`src/rtl/multi_port_mem_arbiter_pkg.sv`:
```
// Shared constants and sizing helpers for the multi-port memory arbiter.
package multi_port_mem_arbiter_pkg;

  function automatic int unsigned clog2_f(input int unsigned v);
    int unsigned r;
    r = 0;
    for (int unsigned p = 1; p < v; p = p << 1) r++;
    return r;
  endfunction

  // Port IDs need at least one bit even for degenerate widths.
  function automatic int unsigned port_id_w(input int unsigned n);
    return (n < 2) ? 1 : clog2_f(n);
  endfunction

  function automatic int unsigned fifo_cnt_w(input int unsigned depth);
    return clog2_f(depth) + 1;
  endfunction

  localparam int unsigned DEF_NUM_PORTS       = 2;
  localparam int unsigned DEF_MAX_OUTSTANDING = 4;
  localparam int unsigned PORT_ID_W           = port_id_w(DEF_NUM_PORTS);
  localparam int unsigned TAG_FIFO_CNT_W      = fifo_cnt_w(DEF_MAX_OUTSTANDING);

endpackage

```
`src/rtl/multi_port_mem_arbiter_tag_fifo.sv`:
```
// In-order FIFO of issuing port IDs; a push into a full FIFO is legal when a pop happens in the same cycle.
module arb_tag_fifo
  import multi_port_mem_arbiter_pkg::*;
#(
  parameter int unsigned DEPTH = 4,
  parameter int unsigned ID_W  = 1,
  parameter int unsigned CNT_W = fifo_cnt_w(DEPTH)
) (
  input  logic             clk_i,
  input  logic             rst_i,
  input  logic             push_i,
  input  logic             pop_i,
  input  logic [ID_W-1:0]  id_i,
  output logic [ID_W-1:0]  head_o,
  output logic             full_o,
  output logic             empty_o,
  output logic [CNT_W-1:0] count_o
);

  localparam int unsigned PTR_W = clog2_f(DEPTH);

  logic [ID_W-1:0]  mem_q [DEPTH];
  logic [PTR_W-1:0] wr_ptr_q, rd_ptr_q;
  logic [CNT_W-1:0] count_q;
  logic             do_push, do_pop;

  assign full_o  = (count_q == CNT_W'(DEPTH));
  assign empty_o = (count_q == '0);
  assign head_o  = mem_q[rd_ptr_q];
  assign count_o = count_q;

  assign do_pop  = pop_i && !empty_o;
  assign do_push = push_i && (!full_o || do_pop);

  always_ff @(posedge clk_i) begin
    if (do_push) mem_q[wr_ptr_q] <= id_i;
  end

  always_ff @(posedge clk_i) begin
    if (rst_i) begin
      wr_ptr_q <= '0;
      rd_ptr_q <= '0;
      count_q  <= '0;
    end else begin
      if (do_push) wr_ptr_q <= wr_ptr_q + PTR_W'(1);
      if (do_pop)  rd_ptr_q <= rd_ptr_q + PTR_W'(1);
      unique case ({do_push, do_pop})
        2'b10:   count_q <= count_q + CNT_W'(1);
        2'b01:   count_q <= count_q - CNT_W'(1);
        default: count_q <= count_q;
      endcase
    end
  end

endmodule

```
`src/rtl/multi_port_mem_arbiter.sv`:
```
// Round-robin N-port arbiter onto one single-cycle memory port, with in-order read-response routing.
// Optional debug trace of arbiter state when MULTI_PORT_MEM_ARBITER_SCAN_EN is defined.
module multi_port_mem_arbiter
  import multi_port_mem_arbiter_pkg::*;
#(
  parameter int unsigned NUM_PORTS       = 2,
  parameter int unsigned DATA_WIDTH      = 32,
  parameter int unsigned ADDRESS_BITS    = 32,
  parameter int unsigned MAX_OUTSTANDING = 4,
  parameter int unsigned SCAN_CYCLES_MIN = 0,
  parameter int unsigned SCAN_CYCLES_MAX = 1000
) (
  input  logic                                clock,
  input  logic                                reset,
  input  logic [NUM_PORTS-1:0]                req_read,
  input  logic [NUM_PORTS-1:0]                req_write,
  input  logic [NUM_PORTS*DATA_WIDTH/8-1:0]   req_byte_en,
  input  logic [NUM_PORTS*ADDRESS_BITS-1:0]   req_address,
  input  logic [NUM_PORTS*DATA_WIDTH-1:0]     req_data,
  output logic [NUM_PORTS-1:0]                req_ready,
  output logic [NUM_PORTS-1:0]                resp_valid,
  output logic [NUM_PORTS*DATA_WIDTH-1:0]     resp_data,
  output logic [NUM_PORTS*ADDRESS_BITS-1:0]   resp_address,
  output logic                                mem_read,
  output logic                                mem_write,
  output logic [DATA_WIDTH/8-1:0]             mem_byte_en,
  output logic [ADDRESS_BITS-1:0]             mem_address_in,
  output logic [DATA_WIDTH-1:0]               mem_data_in,
  input  logic                                mem_ready,
  input  logic                                mem_valid,
  input  logic [DATA_WIDTH-1:0]               mem_data_out,
  input  logic [ADDRESS_BITS-1:0]             mem_address_out,
  output logic                                resp_orphan,
  input  logic                                scan
);

  localparam int unsigned PID_W = port_id_w(NUM_PORTS);
  localparam int unsigned BE_W  = DATA_WIDTH / 8;
  localparam int unsigned CNT_W = fifo_cnt_w(MAX_OUTSTANDING);

  logic [NUM_PORTS-1:0] pending;
  logic [PID_W-1:0]     rr_ptr_q, rr_ptr_d;
  logic [PID_W-1:0]     cand;
  logic                 cand_vld, cand_is_read, grant_vld;
  logic                 fifo_push, fifo_pop, fifo_full, fifo_empty, can_push;
  logic [PID_W-1:0]     fifo_head;
  logic [CNT_W-1:0]     fifo_count;
  logic                 orphan_q, orphan_d;

  assign pending = req_read | req_write;

  // First pending port at or after rr_ptr; only that port may be granted this cycle.
  always_comb begin
    int unsigned idx;
    cand     = '0;
    cand_vld = 1'b0;
    for (int unsigned k = 0; k < NUM_PORTS; k++) begin
      idx = 32'(rr_ptr_q) + k;
      if (idx >= NUM_PORTS) idx = idx - NUM_PORTS;
      if (!cand_vld && pending[idx]) begin
        cand_vld = 1'b1;
        cand     = PID_W'(idx);
      end
    end
  end

  // Read+write together is tagged as a read so its response still gets routed.
  assign cand_is_read = req_read[cand];
  assign fifo_pop     = mem_valid && !fifo_empty && !reset;
  assign can_push     = !fifo_full || fifo_pop;
  assign grant_vld    = cand_vld && mem_ready && !reset && (!cand_is_read || can_push);
  assign fifo_push    = grant_vld && cand_is_read;

  always_comb begin
    req_ready      = '0;
    mem_read       = 1'b0;
    mem_write      = 1'b0;
    mem_byte_en    = '0;
    mem_address_in = '0;
    mem_data_in    = '0;
    rr_ptr_d       = rr_ptr_q;
    if (grant_vld) begin
      req_ready[cand] = 1'b1;
      mem_read        = req_read[cand];
      mem_write       = req_write[cand];
      mem_byte_en     = req_byte_en[cand*BE_W +: BE_W];
      mem_address_in  = req_address[cand*ADDRESS_BITS +: ADDRESS_BITS];
      mem_data_in     = req_data[cand*DATA_WIDTH +: DATA_WIDTH];
      rr_ptr_d        = (cand == PID_W'(NUM_PORTS - 1)) ? '0 : cand + PID_W'(1);
    end
  end

  always_comb begin
    resp_valid   = '0;
    resp_data    = '0;
    resp_address = '0;
    if (fifo_pop) begin
      resp_valid[fifo_head] = 1'b1;
      resp_data             = {NUM_PORTS{mem_data_out}};
      resp_address          = {NUM_PORTS{mem_address_out}};
    end
  end

  assign orphan_d    = orphan_q || (mem_valid && fifo_empty);
  assign resp_orphan = orphan_q;

  always_ff @(posedge clock) begin
    if (reset) begin
      rr_ptr_q <= '0;
      orphan_q <= 1'b0;
    end else begin
      rr_ptr_q <= rr_ptr_d;
      orphan_q <= orphan_d;
    end
  end

  arb_tag_fifo #(
    .DEPTH (MAX_OUTSTANDING),
    .ID_W  (PID_W),
    .CNT_W (CNT_W)
  ) u_tag_fifo (
    .clk_i   (clock),
    .rst_i   (reset),
    .push_i  (fifo_push),
    .pop_i   (fifo_pop),
    .id_i    (cand),
    .head_o  (fifo_head),
    .full_o  (fifo_full),
    .empty_o (fifo_empty),
    .count_o (fifo_count)
  );

`ifdef MULTI_PORT_MEM_ARBITER_SCAN_EN
  logic [31:0] cycle_q;

  always_ff @(posedge clock) begin
    if (reset) cycle_q <= '0;
    else       cycle_q <= cycle_q + 32'd1;
  end

  always_ff @(posedge clock) begin
    if (scan && (cycle_q >= SCAN_CYCLES_MIN) && (cycle_q <= SCAN_CYCLES_MAX))
      $display("arb cyc=%0d rr_ptr=%0d grant=%b count=%0d orphan=%b",
               cycle_q, rr_ptr_q, req_ready, fifo_count, orphan_q);
  end
`else
  logic unused_scan;
  assign unused_scan = ^{scan, fifo_count};
`endif

endmodule

```
`config.mk`:
```
export PLATFORM = sky130hd
export DESIGN_NAME = multi_port_mem_arbiter
export DESIGN_NICKNAME = d
export VERILOG_FILES = /design/src/rtl/multi_port_mem_arbiter_pkg.sv /design/src/rtl/multi_port_mem_arbiter_tag_fifo.sv /design/src/rtl/multi_port_mem_arbiter.sv
export SDC_FILE = /design/constraint.sdc
export NUM_CORES = 1
export LEC_CHECK = 0
export ABC_AREA = 0
export BUFFER_PORTS_ARGS = -buffer_cell sky130_fd_sc_hd__buf_2
export CORE_AREA = 2 2 161 163
export DETAILED_ROUTE_END_ITERATION = 16
export DIE_AREA = 0 0 163 165
export PLACE_DENSITY = 0.35
export SYNTH_ARGS = -nofsm -noshare
export SYNTH_HDL_FRONTEND = slang
export SYNTH_SLANG_ARGS = --single-unit
```
`constraint.sdc`:
```
create_clock -name clock -period 3 [get_ports clock]
set_clock_uncertainty 0.15 [all_clocks]
set_input_delay 0.3 -clock clock [delete_from_list [all_inputs] [get_ports clock]]
set_output_delay 0.3 -clock clock [all_outputs]
set_load 0.1 [all_outputs]
```
==> flow_summary.toml <==
[synth]
synth_common_cells = "nand2_1, a21oi_1, and2_1"
ys_dominant_reg_cell = "dfxtp_1"
synth_area_um2 = 2740
async_flop_share_pct = 0
syn_nets = 658
synth_edf_count = 4
synth_warnings = 0
ys_types = 36
synth-xor-area-share_pct = 1.28
synth_most_common_cell = "nand2_1"
synthAdderAreaFrac_pct = 3.02
synth_top_family_by_area = "simple AND/OR/NAND/NOR gates"
synth_top_cell_area_share_pct = 19.0
yosys.area_share.simple_pct = 38.9
synth_area_leader_cell = "nand2_1"
netlist_instances = 443
synthTopCellsByArea = "nand2_1, buf_4, and2_1"
synth_compound_area_share_pct = 18.5
ys_seq_area_share_pct = 12.4
syn_avg_cell_area_um2 = 6.18
muxShareOfSynthArea_pct = 1.19
ys_ff_latch = 15

[floorplan]
die_w_um = 163
num_rows = 58
ios = 412
die-area_um2 = 26900
die_y_um = 165
core_um2 = 25000
start_util_pct = 10.9

[final_layout]
fin_area_um2 = 5810
final_layout_size_suffix_gt1_share_pct = 56.9
syn2layout_area_growth_pct = 112
diodes = 0
nets = 987

[clock_tree]
cts_buffers = 3
cts.sinks = 15
cts-resized-gates = 0
tritoncts = "yes"
holdBufCountCts = 0
cts_setup_buffers = 0
clk_latency_ps = 250
max-clock-path-buffers = 2
htreeDepth = 1
cts_root_buf = "clkbuf_16"
path_clk_slew_ps = 50

[place]
place_hpwl_mm = 14.3
gp_congestion = 0.733
io_buffers = 410
placed_cell_area_um2 = 5730

[setup_path]
r2r-start = "u_tag_fifo.count_o[2]$_SDFFE_PP0P_"
cp_slowest_cell = "o2bb2ai_1"
cpPeakStageDelay_ps = 420
crit_required_ps = 2550
critPathMaxFanout = 56
worstSetupPathType = "reg -> out"
critPathLaunchType = "register"
setup.worst_path.end = "mem_data_in[6]"
path_cells = "a21boi_0 -> o2bb2ai_1 -> o2111ai_4 -> buf_12 -> a21oi_1 -> buf_12"
path_common_cell = "buf_12"
worstRegToRegCells = 10
cp-end-kind = "primary output"
critPathArrivalTime_ps = 2230
critPathLaunch = "rr_ptr_q$_SDFFE_PP0P_"
r2r-end = "u_tag_fifo.count_o[2]$_SDFFE_PP0P_"
r2r_slack_ps = 410

[global_routing]
grt_pass1_vias = 3989
grt_util_all_layers_pct = 11.4
antenna_found_initial = 6
grt_max_degree = 71
grt_pass1_wl_mm = 23.3
overflow = 0

[timing]
hold_viol = 0
tightest_slew_ps = 566
setup_tns_ps = 0
hold-worst-slack_ps = 250
rsz0062_at_grt = "false"
min_period_ps = 2680
setup_viol_count_final = 0
fin_crit_sh_pct = 89.4
relSlewSlack_pct = 62.5
report.final.slew_viol_count = 0
max_freq_ghz = 0.373

[routing]
firstDrtPassIters = 4
routed_wl_mm = 16.6
wl_per_cell_um = 15.1
via_per_inst = 3.70
ant_nets = 0
vias = 4074
drc_errors = 0
drt-initial-drc-count = 147

[run_status]
status = "completed"

[min_path]
hold_class = "in -> reg"

[power_and_ir_drop]
p_leak_nw = 3.12
vdd_drop_max_v = 0.000163
power.density_nw_per_um2 = 356

[flow_run]
drv_cap = 0
==> how the worst min path moves through the flow <==
stage                                start                      to  slack, ps  cells past startpoint
floorplan                        mem_valid  resp_orphan$_SDFF_PP0_        290                      2
global placement    resp_orphan$_SDFF_PP0_  resp_orphan$_SDFF_PP0_        310                      2
CTS                              mem_valid  resp_orphan$_SDFF_PP0_        250                      3
detailed placement  resp_orphan$_SDFF_PP0_  resp_orphan$_SDFF_PP0_        320                      2
global route                     mem_valid  resp_orphan$_SDFF_PP0_        280                      3
finish                           mem_valid  resp_orphan$_SDFF_PP0_        250                      3
==> routing by layer <==
layer / global-route usage (%) / vias to the layer above / wire length, um
met3: 4.55 / 21 / 1940
met1: 10.8 / 1777 / 5380
met2: 22.8 / 261 / 8980
met5: 0 / - / 23
li1: - / 2011 / -
met4: 2.65 / 4 / 295
==> cells by family after synthesis <==
family | count (synthesis)
AND/OR/NAND/NOR | 230
buffers and inverters | 101
AO/OA/AOI/OAI | 85
flip-flops | 15
adder cells (fa/ha/maj) | 6
XOR/XNOR | 4
multiplexers | 2
==> through the flow <==
stage	total power, W	instances	setup slack (ps)	utilization [%]
detailed placement	0.00183	1097	197	22.9
finish	0.00207	1101	319	23.2
global placement	0.00183	1097	190	22.9
floorplan	0.00134	443	-218	-
CTS	0.00210	1101	257	23.2
global route	0.00217	1101	129	23.2
==> final cells by class <==
cell class	instances	area, um^2
clock buffers	3	75.1
clock inverters	1	5.00
fillers	2833	19200
inverters	8	30.0
multi-input cells	327	1750
flip-flops and latches	15	340
well taps	330	413
repair buffers	417	3210
==> worst max-delay path, delay by kind of cell, from the launching register on <==
family          cells  cell delay, ps
compound gates      4            1080
buf+inv             2             450
flops               1             410
==> report_power, final <==
part           total [W]  internal, W  leakage [nW]  switching (W)
Clock           0.000266     0.000178        0.0409      0.0000875
Sequential      0.000231     0.000221         0.126     0.00000979
Combinational    0.00158     0.000433          2.95        0.00114
==> layout by cell type (no fill, tap or decap), types with 2 or more instances in the layout <==
cell type and instances:
edfxtp_1 4, nor2_1 9, nor2_2 3, o21ai_0 3
inv_1 7, nand3_1 2, dfxtp_1 11, nand2_1 139
buf_12 74, ha_1 5, clkbuf_16 3, xor2_1 4
buf_2 340, buf_4 3, a21oi_1 66, a21oi_2 8
and2_1 65, and3_1 4
Note: power is estimated with default switching activity, not from simulation.
